<file path="config.mk">
export PLATFORM = sky130hd
export DESIGN_NAME = fp16_div_iter
export DESIGN_NICKNAME = d
export VERILOG_FILES = /design/src/rtl/fp16_div_iter.sv
export SDC_FILE = /design/constraint.sdc
export NUM_CORES = 1
export LEC_CHECK = 0
export CORE_MARGIN = 10
export CORE_UTILIZATION = 50
export CTS_CLUSTER_SIZE = 40
export DETAILED_ROUTE_END_ITERATION = 16
export PLACE_DENSITY = 0.8
export SLEW_MARGIN = 20
export SYNTH_ARGS = -nofsm -noshare
export SYNTH_HDL_FRONTEND = slang
export SYNTH_SLANG_ARGS = --single-unit
</file>
<file path="constraint.sdc">
create_clock -name clk -period 9.6 [get_ports clk]
set_input_delay 1.92 -clock clk [delete_from_list [all_inputs] [get_ports clk]]
set_output_delay 1.92 -clock clk [all_outputs]
set_load 0.01 [all_outputs]
</file>
<file path="src/rtl/fp16_div_iter.sv">
// Iterative IEEE-754 binary16 divider (c = a / b): restoring radix-2 significand
// division, one quotient bit per cycle, truncation rounding, valid/ready on both sides.
module fp16_div_iter #(
  parameter int unsigned QBITS = 12
) (
  input  logic        clk,
  input  logic        rst_n,
  input  logic        in_valid,
  output logic        in_ready,
  input  logic [15:0] a_in,
  input  logic [15:0] b_in,
  output logic        out_valid,
  input  logic        out_ready,
  output logic [15:0] c_out
);

  typedef enum logic [1:0] {IDLE, DIV, PACK, DONE} state_t;
  typedef enum logic [1:0] {SP_NONE, SP_NAN, SP_INF, SP_ZERO} spec_t;

  state_t            state, state_nx;
  spec_t             spec_r, spec_nx;
  logic              sign_r;
  logic [10:0]       ma_r, mb_r;
  logic signed [6:0] temp_exp_r;
  logic [11:0]       rem_r, q_r;
  logic [3:0]        cnt_r;
  logic [15:0]       c_r;

  // Returns {effective exponent (7b signed), significand with bit10 set}.
  function automatic logic [17:0] unpack(input logic [4:0] e, input logic [9:0] f);
    logic [3:0]  sh;
    logic [10:0] m;
    logic [6:0]  ee;
    sh = '0;
    for (int unsigned i = 0; i < 10; i++) begin
      if (f[i]) sh = 4'(10 - i);
    end
    if (e == '0) begin
      m  = 11'({1'b0, f} << sh);
      ee = 7'd1 - {3'b000, sh};
    end else begin
      m  = {1'b1, f};
      ee = {2'b00, e};
    end
    return {ee, m};
  endfunction

  logic              accept;
  logic [17:0]       ua, ub;
  logic              a_nan, b_nan, a_inf, b_inf, a_zero, b_zero;
  logic signed [6:0] temp_exp_in;

  assign accept = in_valid && in_ready;
  assign ua     = unpack(a_in[14:10], a_in[9:0]);
  assign ub     = unpack(b_in[14:10], b_in[9:0]);
  assign a_nan  = (a_in[14:10] == '1) && (a_in[9:0] != '0);
  assign b_nan  = (b_in[14:10] == '1) && (b_in[9:0] != '0);
  assign a_inf  = (a_in[14:10] == '1) && (a_in[9:0] == '0);
  assign b_inf  = (b_in[14:10] == '1) && (b_in[9:0] == '0);
  assign a_zero = (a_in[14:0] == '0);
  assign b_zero = (b_in[14:0] == '0);
  assign temp_exp_in = signed'(ua[17:11] - ub[17:11] + 7'd15);

  always_comb begin
    spec_nx = SP_NONE;
    if (a_nan || b_nan || (a_zero && b_zero) || (a_inf && b_inf)) spec_nx = SP_NAN;
    else if (b_zero || a_inf)                                     spec_nx = SP_INF;
    else if (b_inf || a_zero)                                     spec_nx = SP_ZERO;
  end

  always_ff @(posedge clk or negedge rst_n) begin
    if (!rst_n) state <= IDLE;
    else        state <= state_nx;
  end

  always_comb begin
    state_nx = state;
    case (state)
      IDLE: if (accept) state_nx = DIV;
      DIV:  if (cnt_r == 4'(QBITS - 1)) state_nx = PACK;
      PACK: state_nx = DONE;
      DONE: if (out_ready) state_nx = IDLE;
      default: state_nx = IDLE;
    endcase
  end

  assign in_ready  = (state == IDLE);
  assign out_valid = (state == DONE);
  assign c_out     = c_r;

  // Normalise the quotient, then place it as normal, saturated or subnormal.
  logic [11:0]       qn, qs;
  logic signed [6:0] te, sh_sub;
  logic [15:0]       c_pack;

  always_comb begin
    qn     = q_r[11] ? q_r : {q_r[10:0], 1'b0};
    te     = q_r[11] ? temp_exp_r : temp_exp_r - 7'sd1;
    sh_sub = 7'sd1 - te;
    qs     = qn >> sh_sub[4:0];
    c_pack = '0;
    if (te > 7'sd30)      c_pack = {sign_r, 5'b11111, 10'b0};
    else if (te >= 7'sd1) c_pack = {sign_r, te[4:0], qn[10:1]};
    else if (sh_sub > 7'sd11) c_pack = {sign_r, 15'b0};
    else                  c_pack = {sign_r, 5'b00000, qs[10:1]};
    case (spec_r)
      SP_NAN:  c_pack = 16'h7E00;
      SP_INF:  c_pack = {sign_r, 15'h7C00};
      SP_ZERO: c_pack = {sign_r, 15'h0000};
      default: ;
    endcase
  end

  logic [11:0] diff;
  assign diff = rem_r - {1'b0, mb_r};

  always_ff @(posedge clk or negedge rst_n) begin
    if (!rst_n) begin
      spec_r     <= SP_NONE;
      sign_r     <= 1'b0;
      ma_r       <= '0;
      mb_r       <= '0;
      temp_exp_r <= '0;
      rem_r      <= '0;
      q_r        <= '0;
      cnt_r      <= '0;
      c_r        <= '0;
    end else begin
      case (state)
        IDLE: if (accept) begin
          spec_r     <= spec_nx;
          sign_r     <= a_in[15] ^ b_in[15];
          ma_r       <= ua[10:0];
          mb_r       <= ub[10:0];
          temp_exp_r <= temp_exp_in;
          rem_r      <= {1'b0, ua[10:0]};
          q_r        <= '0;
          cnt_r      <= '0;
        end
        DIV: begin
          if (rem_r >= {1'b0, mb_r}) begin
            rem_r <= {diff[10:0], 1'b0};
            q_r   <= {q_r[10:0], 1'b1};
          end else begin
            rem_r <= {rem_r[10:0], 1'b0};
            q_r   <= {q_r[10:0], 1'b0};
          end
          cnt_r <= cnt_r + 4'd1;
        end
        PACK: c_r <= c_pack;
        default: ;
      endcase
    end
  end

endmodule

</file>
Word level (Yosys, flattened, before mapping)

Index checks and enable logic that the tools add are counted.

Output and inout bits: 18
Logic and storage cells: 107
Register bits: 67
Input port bits: 36

Add/subtract/negate cells: 8
$lt $le $gt $ge: 4
Bitwise gates (word level): 1
Equal/unequal tests: 12
Shift-type cells: 3
Multiplexer cells: 45
Reductions and logical operators: 25

Operators by type and width:

| kind                                                | count |
|---|---|
| 2-to-1 mux 4 bit                                    | 21 |
| 2-to-1 mux 12 bit                                   | 4 |
| one-hot mux 12 bit (2 select lines)                 | 2 |
| one-hot mux 16 bit (3 select lines)                 | 1 |
| zero test 15 bit                                    | 2 |
| 2-to-1 mux 15 bit                                   | 2 |
| 2-to-1 mux 11 bit                                   | 2 |
| left shift 10 x 4 -> 11 bit                         | 2 |
| 2-to-1 mux 7 bit                                    | 3 |
| zero test 10 bit                                    | 2 |
| nonzero test 10 bit                                 | 2 |
| >= comparator 12 x 11 -> 1 bit                      | 1 |
| 2-to-1 mux 2 bit                                    | 6 |
| right shift 12 x 5 -> 11 bit                        | 1 |
| subtractor 11 bit                                   | 1 |
| equality test 5 bit, second input constant          | 2 |
| zero test 5 bit                                     | 2 |
| 2-to-1 mux 10 bit                                   | 1 |
| subtractor 1 x 4 -> 5 bit, first input constant     | 2 |
| equality test 2 bit, second input constant          | 4 |
| one-hot mux 2 bit (4 select lines)                  | 1 |
| one-hot mux 4 bit (2 select lines)                  | 1 |
| adder 7 x 4 -> 7 bit, second input constant         | 1 |
| >= comparator 7 x 2 -> 1 bit, second input constant | 1 |
| other kinds (18)                                    | 31 |

Logic depth before layout (Yosys ltp)

Gate-level depths: netlist of run 1.

Depth after elaboration: 14
Depth in mapped cells: 17
Gate-level depth less buffers: 15

Worst setup path after synthesis of run 1

No wires, ideal clock.

Path type: in2reg
Start: input a_in[8]
End: register temp_exp_r[6]
Data arrival time: 4.820 ns
Path buffers: 2
Path slack: 4.645 ns
Stages: 15
Cell sequence: clkbuf_1 -> or4_1 -> o221a_1 -> clkbuf_1 -> inv_1 -> ha_1 -> a21o_1 -> ha_1 -> ha_1 -> a21o_1 -> a21oi_1 -> o21bai_1 -> a21oi_1 -> xnor2_1 -> o21ai_0

Cells in the longest elaborated chain, start to end: 6

Ends and longest elaborated chain:

| item                           | RTL line | text |
|---|---|---|
| start: declaration             | 10       | `input logic [15:0] a_in,` |
| 2-to-1 mux 4 bit (2 in series) | 36       | `if (f[i]) sh = 4'(10 - i);` |
| subtractor 1 x 4 -> 5 bit      | 40       | `ee = 7'd1 - {3'b000, sh};` |
| 2-to-1 mux 7 bit               | 38       | `if (e == '0) begin` |
| subtractor 7 bit               | 62       | `assign temp_exp_in = signed'(ua[17:11] - ub[17:11] + 7'd15);` |
| adder 7 x 4 -> 7 bit           | 62       |  |
| end signal: assignment         | 135      | `temp_exp_r <= temp_exp_in;` |
| end: declaration               | 24       | `logic signed [6:0] temp_exp_r;` |

No other way between the ends.
A chain may end at the register's enable or synchronous reset.

Final worst setup path of run 1

Start: input b_in[9]
End: register temp_exp_r[6]

Cells in the longest elaborated chain, start to end: 5

Ends and longest elaborated chain:

| item                      | RTL line | text |
|---|---|---|
| start: declaration        | 11       | `input logic [15:0] b_in,` |
| 2-to-1 mux 4 bit          | 36       |  |
| subtractor 1 x 4 -> 5 bit | 40       |  |
| 2-to-1 mux 7 bit          | 38       |  |
| subtractor 7 bit          | 62       |  |
| adder 7 x 4 -> 7 bit      | 62       |  |

No other way between the ends.

==> results of run 1 <==
==> cell usage in the layout, fill, tap and decap left out, types with 10 or more instances in the layout <==
cell type | netlist | layout
a211oi_1 | 12 | 11
mux2i_1 | 27 | 27
dfrtp_1 | 67 | 67
xnor2_1 | 11 | 11
nor2b_1 | 20 | 20
a22o_1 | 13 | 13
ha_1 | 36 | 36
a21o_1 | 10 | 10
o22ai_1 | 10 | 10
nor2_1 | 51 | 50
nand2_1 | 76 | 76
nand2b_1 | 10 | 10
nor3_1 | 22 | 22
clkdlybuf4s50_1 | 0 | 52
inv_1 | 44 | 44
nand3_1 | 13 | 13
a21oi_1 | 66 | 66
o21ai_0 | 53 | 52
xor2_1 | 11 | 11
a31oi_1 | 10 | 10
==> metrics by stage <==
stage / utilization (%) / instances
3_3_place_gp: 55.95 / 951
6_report: 58.84 / 967
3_5_place_dp: 55.95 / 951
4_1_cts: 58.76 / 967
5_1_grt: 58.84 / 967
2_1_floorplan: - / 773
==> layer usage <==
metal	vias to the layer above	global-route usage, %
li1	2886	-
met1	2809	23.39
met2	224	31.15
met3	28	3.392
met4	0	6.250
met5	-	0
==> critical path: stages <==
cell	delay, ns
clkdlybuf4s50_1	0.63
nor3_1	0.50
and2_1	0.32
inv_1	0.18
ha_1	0.32
a21oi_1	0.14
ha_1	0.29
ha_1	0.31
a21o_1	0.15
a21oi_1	0.21
o21bai_1	0.10
a21oi_1	0.18
xnor2_1	0.13
o21ai_0	0.09
==> registers in the layout (all words and copies together), names as in the netlist <==
register and count:
q_r 12, spec_r 2, mb_r 11, temp_exp_r 7, sign_r 1, cnt_r 4
state 2, c_out 16, rem_r 12
==> layout make-up <==
| type | instances | area share, % |
|---|---|---|
| Tap cell | 168 | 2.962 |
| Inverter | 46 | 2.433 |
| Sequential cell | 67 | 23.62 |
| Clock buffer | 11 | 3.561 |
| Timing Repair Buffer | 57 | 7.828 |
| Clock inverter | 5 | 1.199 |
| Multi-Input combinational cell | 613 | 58.39 |
==> worst paths after layout <==
check                                            end  slack, ns                       from
hold / removal                 c_out[13]$_DFFE_PN0P_       0.48      c_out[13]$_DFFE_PN0P_
setup / recovery           temp_exp_r[6]$_DFFE_PN0P_       4.32                    b_in[9]
hold reg to reg                c_out[13]$_DFFE_PN0P_       0.48      c_out[13]$_DFFE_PN0P_
min in group asynchronous      c_out[15]$_DFFE_PN0P_       1.77                      rst_n
setup reg to reg                c_out[0]$_DFFE_PN0P_       4.73  temp_exp_r[0]$_DFFE_PN0P_
max in group asynchronous        mb_r[2]$_DFFE_PN0P_       7.23                      rst_n
==> cell families after synthesis <==
group           count (synthesis)
xor+xnor                       23
flops                          67
simple gates                  244
compound gates                271
mux                            37
buf+inv                        93
fa+ha+maj                      38
==> power by group through the flow <==
stage          sequential (mW)  combinational (mW)  clock [mW]
3_3_place_gp             0.500                1.33           0
4_1_cts                  0.500                1.36       0.376
2_1_floorplan            0.448                1.08           0
6_report                 0.503                1.39       0.374
5_1_grt                  0.521                1.54       0.390
3_5_place_dp             0.504                1.34           0
==> reports/qor.yml, run 1 <==
layout:
  stdcell_area_um2: 7097
  fin_nets: 868
  num_antenna_cells: 0
  drive_above_1_share_pct: 5.757
  synthToLayoutAreaGrowth_pct: 14.82
  num-fill-cells: 1085
  multi_input_area_um2: 4144
  seq_area_um2: 1677
global_routing:
  grt_usage_pct: 18.58
  grt_pass1_vias: 5617
  grt-ovfl-total: 0
  grt_pass1_wl_mm: 27.79
  antenna_found_initial: 0
  grt_max_degree: 68
route:
  wl_met3_um: 869
  drc: 0
  dr.pass1.iters: 7
  wl_mm: 16.56
  postRouteAntennaNets: 0
  vias: 5947
  drtIter0Drc: 595
  via_per_inst: 6.150
  wl_met2_mm: 7.884
  wl_met1_mm: 7.459
  wl_per_cell_um: 17.13
  routed.top_layer: "met4"
synth:
  ys_types: 79
  syn-instance-count: 773
  synthArstFlopShare_pct: 100.0
  synth_edf_count: 0
  synth.avg_cell_area_um2: 7.996
  synth_fa_ha_area_share_pct: 7.935
  synth_top_cell_by_area: "dfrtp_1"
  ys_seq_area_share_pct: 27.13
  synth.mux.area_fraction_pct: 6.194
  yosys.area.top_type_share_pct: 27.13
  synthTopCellsByCount: "nand2_1, dfrtp_1, a21oi_1, o21ai_0, nor2_1"
  yosys-top-cells-area: "dfrtp_1, ha_1, a21oi_1"
  synthXorXnorAreaFrac_pct: 3.381
  mappedNetlistArea_um2: 6181
  synth_top_family_by_area: "compound AO/OA/AOI/OAI gates"
  synthFlopType: "dfrtp_1"
  yosysMostFrequentCell: "nand2_1"
  syn_nets: 847
  synth_warnings: 0
  synth_compound_area_share_pct: 29.31
  yosys.area_share.simple_pct: 19.98
  ys_seq_elements: 67
setup_path:
  startpoint_type: "input pin"
  crit_fanout: 13
  endpoint_kind: "register"
  critPathArrivalTime_ns: 5.48
  r2r_cells: 13
  required_ns: 9.80
  critPathKind: "input pin to register"
power:
  totalPowerFinal_mw: 2.263
  intPower_mw: 1.181
  p_leak_nw: 2.955
  seqPwrFrac_pct: 22.2
  netSwitchingFraction_pct: 47.80
  combPwrFrac_pct: 61.3
  p_sw_mw: 1.082
  p_per_area_nw_per_um2: 318.9
  p_clk_share_pct: 16.5
  ir_drop_mv: 0.1493
floorplanning:
  fp.coreArea_um2: 12060
  pin_count: 54
  die_area_um2: 17210
  dieHeight_um: 131.2
  die-width_um: 131.2
  initial_core_util_pct: 51.24
  rows: 40
sta:
  clock-skew-final_ns: 0.007037
  relSlewSlack_pct: 41.24
  tightest_slew_ns: 0.8814
  tns_ns: 0
  hold_viol_final: 0
  setup_viol: 0
  drv_slew: 0
  timing.hold.ws_ns: 0.4834
  setup_slack_ns: 4.319
  rsz0062_at_grt: "false"
  fmax_mhz: 189.4
  period_share_pct: 55.01
  period_minus_slack_ns: 5.281
cts:
  cts_buffer_depth: 2
  clkLatencyLatePin_ns: 0.34
  root_buffer: "clkbuf_16"
  post-cts-setup-buffers: 0
  cts_resized: 0
  hold_buffers: 0
  cts_tree: "yes"
  cts_max_level: 3
  clk_pin_slew_ns: 0.06
  cts.sinks: 67
  cts_made_buffers: 9
placement:
  placed_area_um2: 6749
  post-place-ws_ns: 4.042
  dp_hpwl_mm: 12.15
  io_buffers: 53
  place_congestion: 0.9408
min_path:
  holdPathStages: 1
  hold_class: "register to register"
run_status:
  status: "finished, final reports clean"
run:
  cap_violations: 0
(Power assumes the default switching activity.)
==> run 2: changes to the inputs <==
--- a/config.mk
+++ b/config.mk
@@ -9,7 +9,7 @@
 export CORE_UTILIZATION = 50
 export CTS_CLUSTER_SIZE = 40
 export DETAILED_ROUTE_END_ITERATION = 16
-export PLACE_DENSITY = 0.8
+export PLACE_DENSITY = 0.82
 export SLEW_MARGIN = 20
 export SYNTH_ARGS = -nofsm -noshare
 export SYNTH_HDL_FRONTEND = slang
==> constraint.sdc (replaced) <==
create_clock -name clk -period 4.7 [get_ports clk]
set_input_delay 0.94 -clock clk [delete_from_list [all_inputs] [get_ports clk]]
set_output_delay 0.94 -clock clk [all_outputs]
set_load 0.01 [all_outputs]
==> run 2 against run 1 <==
Clock skew is essentially flat. Largest power group unchanged. Highest routed layer unchanged. Register-to-register slack lost 4.0 ns. Count of clock-buffer cells in the layout shrank 2. Sequential share of layout area shrank 0.36 points. Critical path type unchanged. Clock power grew 82%. Critical path depth is the same. Global-route usage grew 0.46 points. Non-clock buffer count grew 19.
==> reports/qor.yml, run 2 (synthesis results as in run 1) <==
cts:
  cts.sinks: 67  # unchanged
  hold_buffers: 0  # unchanged
  root_buffer: "clkbuf_16"
  cts_buffer_depth: 2  # unchanged
  cts_tree: "yes"
  post-cts-setup-buffers: 0  # unchanged
  cts_made_buffers: 9  # unchanged
  cts_resized: 0  # unchanged
  clk_pin_slew_ns: 0.06  # about the same
  clkLatencyLatePin_ns: 0.34  # about the same
  cts_max_level: 3  # unchanged
sta:
  fmax_mhz: 246.5
  rsz0062_at_grt: "false"
  clock-skew-final_ns: 0.007036  # -0.0000005900 ns
  drv_slew: 0  # unchanged
  setup_viol: 0  # unchanged
  period_minus_slack_ns: 4.056
  tns_ns: 0  # unchanged
  period_share_pct: 86.30
  relSlewSlack_pct: 44.73  # +3.5 points
  tightest_slew_ns: 0.8236  # -0.05784 ns
  hold_viol_final: 0  # unchanged
run_status:
  status: "finished, final reports clean"
power:
  p_per_area_nw_per_um2: 630.8  # +98%
  ir_drop_mv: 0.3078  # +110%
  p_leak_nw: 3.029  # +2.5%
route:
  wl_per_cell_um: 16.76  # -2.2%
  postRouteAntennaNets: 0  # unchanged
  drtIter0Drc: 667  # +12%
  dr.pass1.iters: 5  # -2
  wl_mm: 16.52  # -0.25%
  via_per_inst: 6.121  # -0.48%
  vias: 6035  # +1.5%
  drc: 0  # unchanged
global_routing:
  grt_pass1_wl_mm: 28.33  # +1.9%
  grt-ovfl-total: 0  # unchanged
  grt_pass1_vias: 5811  # +3.5%
  antenna_found_initial: 0  # unchanged
  grt_max_degree: 49  # -28%
  grt_usage_pct: 19.04  # +0.46 points
placement:
  place_congestion: 0.9674  # +2.8%
  io_buffers: 53  # unchanged
  dp_hpwl_mm: 12.64  # +4.1%
  placed_area_um2: 6899  # +2.2%
min_path:
  holdPathStages: 1  # unchanged
  hold_class: "register to register"
floorplanning:
  rows: 40  # unchanged
  die-width_um: 131.2  # unchanged
  pin_count: 54  # unchanged
  die_area_um2: 17210  # unchanged
  initial_core_util_pct: 51.24  # unchanged
  dieHeight_um: 131.2  # unchanged
  fp.coreArea_um2: 12060  # unchanged
setup_path:
  critPathKind: "input pin to register"
  critPathArrivalTime_ns: 4.27  # -1.21 ns
  endpoint_kind: "register"
  required_ns: 4.92  # -4.88 ns
  r2r_cells: 13  # unchanged
  startpoint_type: "input pin"
  crit_fanout: 7  # -6
layout:
  num-fill-cells: 1101  # +1.5%
  layout_commonest_cell: "nand2_1"
  drive_above_1_share_pct: 7.946  # +2.2 points
  num_antenna_cells: 0  # unchanged
  fin_util_pct: 59.74  # +0.90 points
  seq_area_um2: 1677  # unchanged
  stdcell_area_um2: 7206  # +1.5%
  synthToLayoutAreaGrowth_pct: 16.58
  multi_input_area_um2: 4144  # unchanged
  fin_nets: 887  # +2.2%
  final_cell_mix: "nand2_1, dfrtp_1, a21oi_1"
  largest_reg_flops: 16  # unchanged
run:
  cap_violations: 0  # unchanged
run 2: cell count changes in the layout (fill, tap and decap cells not counted), sizes merged:
cell	previous run	this run
inv	45	47
clkbuf	11	9
bufinv	2	1
buf	5	24
clkinvlp	1	2
run 2: stage by stage:
| step | instances | power (mW) | setup slack (ns) | hold slack [ns] |
|---|---|---|---|---|
| 2_1_floorplan | 773 | 3.131 | 0.7253 | 0.4443 |
| 3_3_place_gp | 970 | 3.733 | 0.3477 | 0.4637 |
| 3_5_place_dp | 970 | 3.807 | 0.3000 | 0.4720 |
| 4_1_cts | 986 | 4.524 | 0.6463 | 0.4889 |
| 5_1_grt | 986 | 4.947 | 0.3697 | 0.5103 |
| 6_report | 986 | 4.545 | 0.6437 | 0.4852 |
run 2: layout make-up:
class,count,area share (%)
multi-input cells,613,57.51
clock buffers,9,3.126
repair buffers,76,9.724
well taps,168,2.917
inverters,46,2.396
clock inverters,7,1.059
flip-flops and latches,67,23.27
run 2: path summary, 6_finish.rpt:
path / from / endpoint / slack, ns
max in group asynchronous: rst_n / rem_r[4]$_DFFE_PN0P_ / 3.34
worst max register to register: temp_exp_r[1]$_DFFE_PN0P_ / c_out[0]$_DFFE_PN0P_ / 0.70
min in group asynchronous: rst_n / c_out[15]$_DFFE_PN0P_ / 0.62
worst min-delay path: c_out[12]$_DFFE_PN0P_ / c_out[12]$_DFFE_PN0P_ / 0.49
worst min register to register: c_out[12]$_DFFE_PN0P_ / c_out[12]$_DFFE_PN0P_ / 0.49
worst max-delay path: b_in[3] / temp_exp_r[6]$_DFFE_PN0P_ / 0.64
run 2: report_power, final:
part	internal, mW	switching [mW]
Combinational	1.15	1.72
Sequential	0.784	0.212
Clock	0.414	0.268
run 2: critical path: stages:
cell	delay, ns
clkdlybuf4s50_1	0.49
or4_1	0.59
and2_1	0.23
inv_1	0.19
ha_1	0.26
a21oi_1	0.13
ha_1	0.28
ha_1	0.31
a21o_1	0.16
a21oi_1	0.21
o21bai_1	0.09
a21oi_1	0.17
xnor2_1	0.12
o21ai_0	0.08
run 2: routing by layer:
| layer | vias up | part of all wire (%) | routed length [um] | GRT usage (%) |
|---|---|---|---|---|
| met5 | - | 0 | 0 | 0 |
| met1 | 2838 | 45 | 7381 | 24.19 |
| met3 | 38 | 5.8 | 953 | 3.430 |
| met2 | 228 | 47 | 7757 | 31.15 |
| li1 | 2931 | - | - | - |
| met4 | 0 | 2.6 | 429 | 7.625 |
